## src/rtl/debounce_pkg.sv

```systemverilog
// Shared constants for the input debouncing stages: FSM state encoding and
// default parameter values.
package debounce_pkg;

  localparam logic [1:0] ENC_S_LOW    = 2'b00;
  localparam logic [1:0] ENC_S_WAIT_H = 2'b01;
  localparam logic [1:0] ENC_S_HIGH   = 2'b10;
  localparam logic [1:0] ENC_S_WAIT_L = 2'b11;

  typedef enum logic [1:0] {
    S_LOW    = ENC_S_LOW,
    S_WAIT_H = ENC_S_WAIT_H,
    S_HIGH   = ENC_S_HIGH,
    S_WAIT_L = ENC_S_WAIT_L
  } state_e;

  localparam int DEF_SYNC_STAGES   = 2;
  localparam int DEF_STABLE_CYCLES = 4;
  localparam int DEF_EVT_W         = 8;

endpackage

```

## src/rtl/sync_chain.sv

```systemverilog
// Multi-flop synchronizer for an asynchronous single-bit input; all stages
// clear to 0 on reset.
module sync_chain #(
  parameter int STAGES = 2
) (
  input  logic CLK,
  input  logic RST_n,
  input  logic d,
  output logic q
);

  logic [STAGES-1:0] sync_q;

  // shift the raw input through the synchronizer stages
  always_ff @(posedge CLK or negedge RST_n) begin
    if (!RST_n) begin
      sync_q <= {STAGES{1'b0}};
    end else begin
      sync_q <= {sync_q[STAGES-2:0], d};
    end
  end

  assign q = sync_q[STAGES-1];

endmodule

```

## src/rtl/debounced_edge_detector.sv

```systemverilog
// Debounces a raw asynchronous input into a clean registered level with
// one-cycle rise/fall pulses and a wrapping count of accepted transitions.
module debounced_edge_detector
  import debounce_pkg::*;
#(
  parameter int SYNC_STAGES   = DEF_SYNC_STAGES,
  parameter int STABLE_CYCLES = DEF_STABLE_CYCLES,
  parameter int EVT_W         = DEF_EVT_W
) (
  input  logic             CLK,
  input  logic             RST_n,
  input  logic             D,
  output logic             Q,
  output logic             RISE,
  output logic             FALL,
  output logic             BUSY,
  output logic [EVT_W-1:0] EVT_CNT
);

  localparam int CNT_W = $clog2(STABLE_CYCLES + 1);
  localparam logic [CNT_W-1:0] CNT_ZERO = {CNT_W{1'b0}};
  localparam logic [CNT_W-1:0] CNT_ONE  = CNT_W'(1);
  localparam logic [CNT_W-1:0] CNT_LAST = CNT_W'(STABLE_CYCLES - 1);
  localparam logic [EVT_W-1:0] EVT_ONE  = EVT_W'(1);

  logic             d_s;
  state_e           state_q, state_d;
  logic [CNT_W-1:0] cnt_q, cnt_d;
  logic             q_q, q_d;
  logic             rise_q, rise_d;
  logic             fall_q, fall_d;
  logic             busy_q, busy_d;
  logic [EVT_W-1:0] evt_q, evt_d;

  sync_chain #(
    .STAGES (SYNC_STAGES)
  ) u_sync (
    .CLK   (CLK),
    .RST_n (RST_n),
    .d     (D),
    .q     (d_s)
  );

  // next-state and registered-output decode; pulses default low every cycle
  always_comb begin
    state_d = state_q;
    cnt_d   = CNT_ZERO;
    q_d     = q_q;
    rise_d  = 1'b0;
    fall_d  = 1'b0;
    busy_d  = 1'b0;
    evt_d   = evt_q;
    case (state_q)
      S_LOW: begin
        q_d = 1'b0;
        if (d_s) begin
          state_d = S_WAIT_H;
          cnt_d   = CNT_ONE;
          busy_d  = 1'b1;
        end else begin
          state_d = S_LOW;
        end
      end
      S_WAIT_H: begin
        q_d = 1'b0;
        if (!d_s) begin
          state_d = S_LOW;
        end else if (cnt_q == CNT_LAST) begin
          state_d = S_HIGH;
          q_d     = 1'b1;
          rise_d  = 1'b1;
          evt_d   = evt_q + EVT_ONE;
        end else begin
          cnt_d  = cnt_q + CNT_ONE;
          busy_d = 1'b1;
        end
      end
      S_HIGH: begin
        q_d = 1'b1;
        if (!d_s) begin
          state_d = S_WAIT_L;
          cnt_d   = CNT_ONE;
          busy_d  = 1'b1;
        end else begin
          state_d = S_HIGH;
        end
      end
      S_WAIT_L: begin
        q_d = 1'b1;
        if (d_s) begin
          state_d = S_HIGH;
        end else if (cnt_q == CNT_LAST) begin
          state_d = S_LOW;
          q_d     = 1'b0;
          fall_d  = 1'b1;
          evt_d   = evt_q + EVT_ONE;
        end else begin
          cnt_d  = cnt_q + CNT_ONE;
          busy_d = 1'b1;
        end
      end
      default: begin
        state_d = S_LOW;
        q_d     = 1'b0;
      end
    endcase
  end

  // state, counter and output registers
  always_ff @(posedge CLK or negedge RST_n) begin
    if (!RST_n) begin
      state_q <= S_LOW;
      cnt_q   <= CNT_ZERO;
      q_q     <= 1'b0;
      rise_q  <= 1'b0;
      fall_q  <= 1'b0;
      busy_q  <= 1'b0;
      evt_q   <= {EVT_W{1'b0}};
    end else begin
      state_q <= state_d;
      cnt_q   <= cnt_d;
      q_q     <= q_d;
      rise_q  <= rise_d;
      fall_q  <= fall_d;
      busy_q  <= busy_d;
      evt_q   <= evt_d;
    end
  end

  assign Q       = q_q;
  assign RISE    = rise_q;
  assign FALL    = fall_q;
  assign BUSY    = busy_q;
  assign EVT_CNT = evt_q;

endmodule

```

## config.mk

```make
export PLATFORM = sky130hd
export DESIGN_NAME = debounced_edge_detector
export DESIGN_NICKNAME = d
export VERILOG_FILES = /design/src/rtl/debounce_pkg.sv /design/src/rtl/sync_chain.sv /design/src/rtl/debounced_edge_detector.sv
export SDC_FILE = /design/constraint.sdc
export NUM_CORES = 1
export LEC_CHECK = 0
export CELL_PAD_IN_SITES_DETAIL_PLACEMENT = 0
export CELL_PAD_IN_SITES_GLOBAL_PLACEMENT = 1
export CORE_ASPECT_RATIO = 0.7
export CORE_MARGIN = 5
export CORE_UTILIZATION = 37
export CTS_BUF_LIST = sky130_fd_sc_hd__clkbuf_4
export DETAILED_ROUTE_END_ITERATION = 10
export PLACE_DENSITY = 0.81
export SLEW_MARGIN = 20
export SYNTH_ARGS = -nofsm -noshare
export SYNTH_HDL_FRONTEND = slang
export SYNTH_SLANG_ARGS = --single-unit
export TNS_END_PERCENT = 100
```

## constraint.sdc

```tcl
create_clock -name CLK -period 1.3 [get_ports CLK]
set_input_delay 0.13 -clock CLK [delete_from_list [all_inputs] [get_ports CLK]]
set_output_delay 0.13 -clock CLK [all_outputs]
set_load 0.05 [all_outputs]
```

==> flow_summary.ini, run 1 <==
[synthesis]
synth_common_cells = 19 x dfrtp_1, 6 x xor2_1, 4 x nor3b_1
async_reset_ff_share_pct = 100
ys.flop_type = dfrtp_1
synth_edf_count = 0
ys_types = 19
yosysMostFrequentCell = dfrtp_1
ys_top_cells_by_area = dfrtp_1 62%, xor2_1 6.9%, mux2_2 4.4%, nor3b_1 3.9%, xnor2_1 3.4%
synthesis.area_um2 = 763
ys_ff_latch = 19
avgSynthCellArea_um2 = 13.2
syn_nets = 63
yosysSeqAreaShare_pct = 62.3
yosysTopAreaCell = dfrtp_1
synth_top_area_share_pct = 62.3
synthCells = 58
ys_warn_count = 0

[placed_design]
pre_cts_ws_ns = -0.0663
port_buffers = 14
place.gp.congestion = 0.713
hpwlAfterDp_um = 1180
placedCellCount = 100

[timing]
slew_viol_final = 0
setup_viol = 2
holdWs_ns = 0.154
final_hold_viol_count = 0
rsz0062_at_grt = true
max_freq_mhz = 764
min_period_ns = 1.31
worst_slack_ns = -0.00904
period_share_pct = 101
skew_ns = 0.000315
worst_pin_slew_ns = 0.301
relSlewSlack_pct = 79.7

[cells_and_area]
drive_above_1_share_pct = 51.7
final-instance-count-excl-fill = 109
n_antenna_cell = 0
fin_util_pct = 65.8
syn_to_final_growth_pct = 64.1
nets = 93

[floorplanning]
die_x_um = 64.3
die_h_um = 48
die_area_mm2 = 0.00309
core_area_mm2 = 0.00190
placementRows = 13
io_pins = 15
start_util_pct = 40.1

[global_route]
grt_pass1_vias = 516
grt_max_degree = 20
grt_pass1_wl_um = 2620
grt_overflow = 0
track_usage_pct = 11.8
antenna_found_initial = 0

[critical_path]
critPathMaxStageDelay_ns = 0.42
ff2ff_setup_slack_ns = -0.009
crit_type = reg2reg
worstPathMaxFanout = 6
cp_slowest_cell = dfrtp_1
worstPathRequired_ns = 1.49
r2r.worst_path.cells = 4
worstPathArrival_ns = 1.50
crit_chain = ha_4, nand3b_1, buf_6, mux2_2
r2r_start = cnt_q[0]
end_kind = register
start_kind = register
r2r_end = Q

[drt]
highest_layer = met4
drtPass1Iterations = 4
routed-wl-met2_um = 731
vias = 543
wirelength_um = 1630
drt-vias-per-instance = 4.98
wire_per_inst_um = 15.0
ant_nets = 0
drc_errors = 0
drt-met1-wl_um = 779
wl_met3_um = 110
drt_iter0_drc = 18

[run_status]
status = finished with violations
violations = negative setup slack

[run]
maxCapViolations = 0

[power]
power_mw = 2.18
leakagePower_nw = 0.560
power_density_mw_per_mm2 = 1740
ir_drop_uv = 1600

[cts]
h-tree-depth = 1
clk_pin_slew_ns = 0.10
cts_tree = yes
hold_buffers = 0
cts_buffers = 3
cts_sinks = 19
cts.path.max_buffers = 2
clk_latency_ns = 0.29
cts_root_buf = clkbuf_4

[worst_hold_path]
min_path_type = in2async
-- state kept, by name, indices dropped and copies added, names as in the netlist, named ones only --
signal	cells
state_q	1
FALL	1
EVT_CNT	8
Q	1
u_sync.sync_q	2
BUSY	1
cnt_q	3
RISE	1
-- where the power goes --
group	internal, mW	switching [mW]	total [mW]
Sequential	0.720	0.122	0.842
Clock	0.140	0.172	0.312
Combinational	0.513	0.515	1.03
Total	1.37	0.809	2.18
-- worst max-delay path by stage --
stage	slack (ns)	cells past startpoint	to	from
finish	-0.009	4	Q	cnt_q[0]
global route	-0.04	4	Q	cnt_q[0]
CTS	-0.004	4	Q	cnt_q[0]
detailed placement	-0.07	4	EVT_CNT[1]	cnt_q[0]
global placement	-0.01	4	EVT_CNT[1]	cnt_q[0]
floorplan	-0.02	4	EVT_CNT[4]	EVT_CNT[0]
-- area by class of cell --
class                   instances  area, um2
clock buffers                   4       30.0
fillers                       139        651
repair buffers                 26        354
flip-flops and latches         19        484
well taps                      22       27.5
multi-input cells              37        353
inverters                       1       3.75
-- routing by layer --
layer,GRT usage [%],vias to the layer above
li1,-,261
met1,15.1,263
met2,17.5,17
met3,6.34,2
met4,3.66,0
met5,0,-
-- critical path, delay by kind of cell (launching register included) --
family / cells / cell delay [ns]
DFF: 1 / 0.42
muxes: 1 / 0.33
buffers and inverters: 1 / 0.13
and+or+nand+nor: 1 / 0.13
adders and majority gates: 1 / 0.18
-- placed cells by master, fill, tap and decap left out, types with 2 or more instances in the layout --
cell	n
mux2_2	2
a21oi_1	3
nor4_1	2
dfrtp_2	7
clkbuf_4	4
nor3b_1	3
xnor2_1	2
nand4b_1	2
buf_12	12
dfrtp_1	12
clkdlybuf4s50_1	2
nand3_1	3
xor2_1	5
nand2_1	2
buf_4	11
-- cell families (layout without fill, tap and decap cells) --
group                    Yosys count  after routing  synth area share (%)
XOR/XNOR                           9              9                  10.3
multiplexers                       3              3                  4.43
flip-flops                        19             19                  62.3
buffers and inverters              2             31                 0.983
adder cells (fa/ha/maj)            2              2                  3.28
AO/OA/AOI/OAI                      3              3                  1.97
AND/OR/NAND/NOR                   20             20                  16.7
-- per-stage QoR --
stage,setup TNS [ns],instance area [um2]
2_1_floorplan,-0.0410,793
3_3_place_gp,-0.0144,1130
3_5_place_dp,-0.0663,1130
4_1_cts,-0.00725,1190
5_1_grt,-0.160,1250
6_report,-0.00960,1250
-- timing repair --
action	in CTS	in global routing
setup buffers	1	4
hold endpoints to repair	0	0
pin swaps	0	2
setup endpoints to repair	2	12
gates resized for setup	3	7
Power figures use the tool's default switching activity.
==> run 2, diff against run 1 <==
--- a/config.mk
+++ b/config.mk
@@ -17,4 +17,4 @@
 export SYNTH_ARGS = -nofsm -noshare
 export SYNTH_HDL_FRONTEND = slang
 export SYNTH_SLANG_ARGS = --single-unit
-export TNS_END_PERCENT = 100
+export TNS_END_PERCENT = 5
==> flow_summary.ini, run 2 (synthesis results as in run 1) <==
[run_status]
status = finished clean

[drt]
routed-wl-met2_um = 773
drt-met1-wl_um = 639
drtPass1Iterations = 4
highest_layer = met3
wirelength_um = 1570
wl_met3_um = 156
wire_per_inst_um = 14.4
drt_iter0_drc = 13
vias = 540
ant_nets = 0
drt-vias-per-instance = 4.95
drc_errors = 0

[cells_and_area]
drive_above_1_share_pct = 49.4
final_cell_mix = 14 x dfrtp_1, 12 x buf_12, 10 x buf_4
fillers = 150
layout_commonest_cell = dfrtp_1
nets = 93
seqCellArea_um2 = 482
fin_util_pct = 65.9
largest_register_ffs = 8
multi_input_area_um2 = 354
syn_to_final_growth_pct = 64.4
n_antenna_cell = 0

[global_route]
track_usage_pct = 11.6
antenna_found_initial = 0
grt_max_degree = 20
grt_overflow = 0
grt_pass1_wl_um = 2700
grt_pass1_vias = 600

[worst_hold_path]
min_path_type = in2async

[power]
leakagePower_nw = 0.584
ir_drop_uv = 1200
power_density_mw_per_mm2 = 1720

[floorplanning]
die_h_um = 48
core_area_mm2 = 0.00190
die_x_um = 64.3
start_util_pct = 40.1
io_pins = 15
die_area_mm2 = 0.00309
placementRows = 13

[critical_path]
start_kind = register
crit_type = reg2reg
critPathMaxStageDelay_ns = 0.40
end_kind = register
r2r.worst_path.cells = 4
worstPathRequired_ns = 1.49
cp.depth = 4
cpLargestDelayFamily = flip-flops
worstPathMaxFanout = 4
critPathBufInv = 0
worstPathArrival_ns = 1.48
cp_slowest_cell = dfrtp_1
crit_chain = ha_4, nand3b_1, nor2_1, mux2_2
ff2ff_setup_slack_ns = 0.008

[timing]
worst_pin_slew_ns = 0.247
worst_slack_ns = 0.00786
relSlewSlack_pct = 83.4
setup_viol = 0
max_freq_mhz = 774
final_hold_viol_count = 0
period_share_pct = 99.4
skew_ns = 0.000994
min_period_ns = 1.29
slew_viol_final = 0
rsz0062_at_grt = true

[cts]
cts_buffers = 3
h-tree-depth = 1
cts_root_buf = clkbuf_4
hold_buffers = 0
cts_tree = yes
cts.path.max_buffers = 2
clk_latency_ns = 0.29
clk_pin_slew_ns = 0.10
cts_sinks = 19

[placed_design]
hpwlAfterDp_um = 1110
place.gp.congestion = 0.782
port_buffers = 14
pre_cts_ws_ns = -0.0385

[run]
maxCapViolations = 0
-- run 2: what timing repair did --
item,CTS,global route
pin swaps,0,6
cloned,0,0
endpoints found under the setup margin,7,12
resized for setup,5,9
buffers inserted,0,1
-- run 2: area by class of cell --
class | count | share of cell area, %
sequential | 19 | 38.4
timing repair buffer | 26 | 28.5
multi-input combinational | 37 | 28.2
clock buffer | 4 | 2.39
tap | 22 | 2.19
inverter | 1 | 0.299
-- run 2: stage by stage --
stage,area (um2),std cells,power [mW],hold slack (ns),setup TNS [ns]
after global routing,1250,109,2.28,0.182,-0.172
after detailed placement,1140,104,1.72,0.345,-0.0824
after floorplan,769,58,1.24,-0.166,-0.0975
final,1250,109,2.16,0.158,0
after global placement,1140,104,1.69,0.338,0
after CTS,1190,108,2.06,0.169,-0.0109
-- run 2: worst paths after layout --
path                                  startpoint               end
worst max-delay path                    cnt_q[0]        EVT_CNT[1]
worst min-delay path                       RST_n        EVT_CNT[6]
worst max register to register          cnt_q[0]        EVT_CNT[1]
worst min register to register  u_sync.sync_q[0]  u_sync.sync_q[1]
max in group asynchronous                  RST_n        EVT_CNT[1]
min in group CLK                               D  u_sync.sync_q[0]
-- run 2: worst register-to-register path, delay by kind of cell (launching register included) --
| family | cells | cell delay, ns |
|---|---|---|
| adder cells (fa/ha/maj) | 1 | 0.16 |
| flip-flops | 1 | 0.40 |
| multiplexers | 1 | 0.35 |
| AND/OR/NAND/NOR | 2 | 0.28 |
-- run 2: power breakdown --
group	leakage, nW	total [mW]	internal, mW	switching [mW]
Sequential	0.242	0.860	0.717	0.143
Combinational	0.323	0.978	0.502	0.476
Clock	0.0184	0.320	0.140	0.179
Total	0.584	2.16	1.36	0.798
-- run 2: layer usage --
layer,up-vias,GRT usage [%]
met1,258,12.8
li1,266,-
met3,0,6.34
met2,16,20.2
met4,0,2.44
met5,-,0
==> run 3, diff against run 2 <==
--- a/config.mk
+++ b/config.mk
@@ -8,7 +8,6 @@
 export CELL_PAD_IN_SITES_DETAIL_PLACEMENT = 0
 export CELL_PAD_IN_SITES_GLOBAL_PLACEMENT = 1
 export CORE_ASPECT_RATIO = 0.7
-export CORE_MARGIN = 5
 export CORE_UTILIZATION = 37
 export CTS_BUF_LIST = sky130_fd_sc_hd__clkbuf_4
 export DETAILED_ROUTE_END_ITERATION = 10
==> flow_summary.ini, run 3 (synthesis results as in run 1) <==
[run_status]
status = finished clean

[worst_hold_path]
min_path_type = in2async

[cts]
h-tree-depth = 1
cts_buffers = 3
cts_sinks = 19
cts_tree = yes
clk_pin_slew_ns = 0.10
cts.path.max_buffers = 2
cts_root_buf = clkbuf_4
clk_latency_ns = 0.29

[floorplanning]
io_pins = 15
die_h_um = 40
die_x_um = 56.3
core_area_mm2 = 0.00190
start_util_pct = 40.1
placementRows = 13
die_area_mm2 = 0.00225

[critical_path]
r2r.worst_path.cells = 4
ff2ff_setup_slack_ns = 0.0005
crit_type = reg2reg
worstPathMaxFanout = 4
worstPathRequired_ns = 1.48
end_kind = register
start_kind = register
worstPathArrival_ns = 1.48

[placed_design]
place.gp.congestion = 0.708
placedCellCount = 104
hpwlAfterDp_um = 1060
port_buffers = 14
pre_cts_ws_ns = -0.0149

[timing]
max_freq_mhz = 770
setup_viol = 0
worst_slack_ns = 0.000481
final_hold_viol_count = 0
relSlewSlack_pct = 84.1
rsz0062_at_grt = true
min_period_ns = 1.30
worst_pin_slew_ns = 0.237
slew_viol_final = 0
period_share_pct = 100
skew_ns = 0.00331

[cells_and_area]
largest_register_ffs = 8
drive_above_1_share_pct = 52.9
layout_commonest_cell = dfrtp_1
final_cell_mix = 13 x dfrtp_1, 12 x buf_12, 11 x buf_4
fillers = 156
n_antenna_cell = 0
nets = 93
syn_to_final_growth_pct = 63.1
final-instance-count-excl-fill = 109

[run]
maxCapViolations = 0

[drt]
vias = 527
wire_per_inst_um = 13.4
drt-vias-per-instance = 4.83
drtPass1Iterations = 2
drc_errors = 0
ant_nets = 0
drt_iter0_drc = 2
wirelength_um = 1470

[power]
ir_drop_uv = 1590
leakagePower_nw = 0.565
power_mw = 2.12
power_density_mw_per_mm2 = 1700

[global_route]
grt_pass1_wl_um = 2420
track_usage_pct = 15.2
grt_overflow = 0
grt_pass1_vias = 514
antenna_found_initial = 0
grt_max_degree = 20
## run 3: cell counts in the layout (fill, tap and decap cells not counted)
No cell type changed its count.
## run 3: layout make-up
class	count	area, um2	area share [%]
Sequential cell	19	483	38.8
Timing Repair Buffer	26	354	28.4
Multi-Input combinational cell	37	347	27.8
Clock buffer	4	30.0	2.41
Tap cell	22	27.5	2.21
Inverter	1	3.75	0.302
## run 3: worst paths after layout
kind,start,to
max,cnt_q[0],EVT_CNT[1]
min,RST_n,EVT_CNT[7]
max reg2reg,cnt_q[0],EVT_CNT[1]
min reg2reg,u_sync.sync_q[0],u_sync.sync_q[1]
max in group asynchronous,RST_n,EVT_CNT[0]
min in group CLK,D,u_sync.sync_q[0]
## run 3: worst max-delay path, cell delays in order (launching register included)
cell and delay, ns:
dfrtp_1 0.37, ha_2 0.21, nand3b_1 0.14, nor2_2 0.17, mux2_4 0.31
## run 3: per-layer routing
metal  vias to the layer above  global-route usage [%]  part of all wire [%]
met5                         -                       0                     0
met4                         0                    3.66                     0
met3                         0                    6.13                   5.3
met2                        13                    28.3                    49
met1                       252                    17.0                    45
li1                        262                       -                     -
## run 3: report_power, final
part / leakage, nW / switching (mW) / internal, mW / total, mW
logic: 0.306 / 0.480 / 0.486 / 0.966
clock network: 0.0184 / 0.168 / 0.140 / 0.308
registers: 0.241 / 0.123 / 0.720 / 0.843
total: 0.565 / 0.771 / 1.35 / 2.12
## run 3: stage by stage
step                      cell area [um2]  setup TNS (ns)  hold WS [ns]  utilization (%)
final                                1240               0         0.159             65.4
after floorplan                       769         -0.0975        -0.166                -
after global routing                 1240          -0.312         0.171             65.4
after global placement               1140               0         0.339             59.7
after CTS                            1190         -0.0198         0.162             62.3
after detailed placement             1140         -0.0261         0.343             59.7
## run 3: repair_timing
| item | in CTS | in global routing |
|---|---|---|
| resized for setup | 4 | 11 |
| buffers inserted | 0 | 1 |
| setup endpoints to repair | 6 | 12 |
| pin swaps | 0 | 6 |
| hold buffers | 0 | 0 |
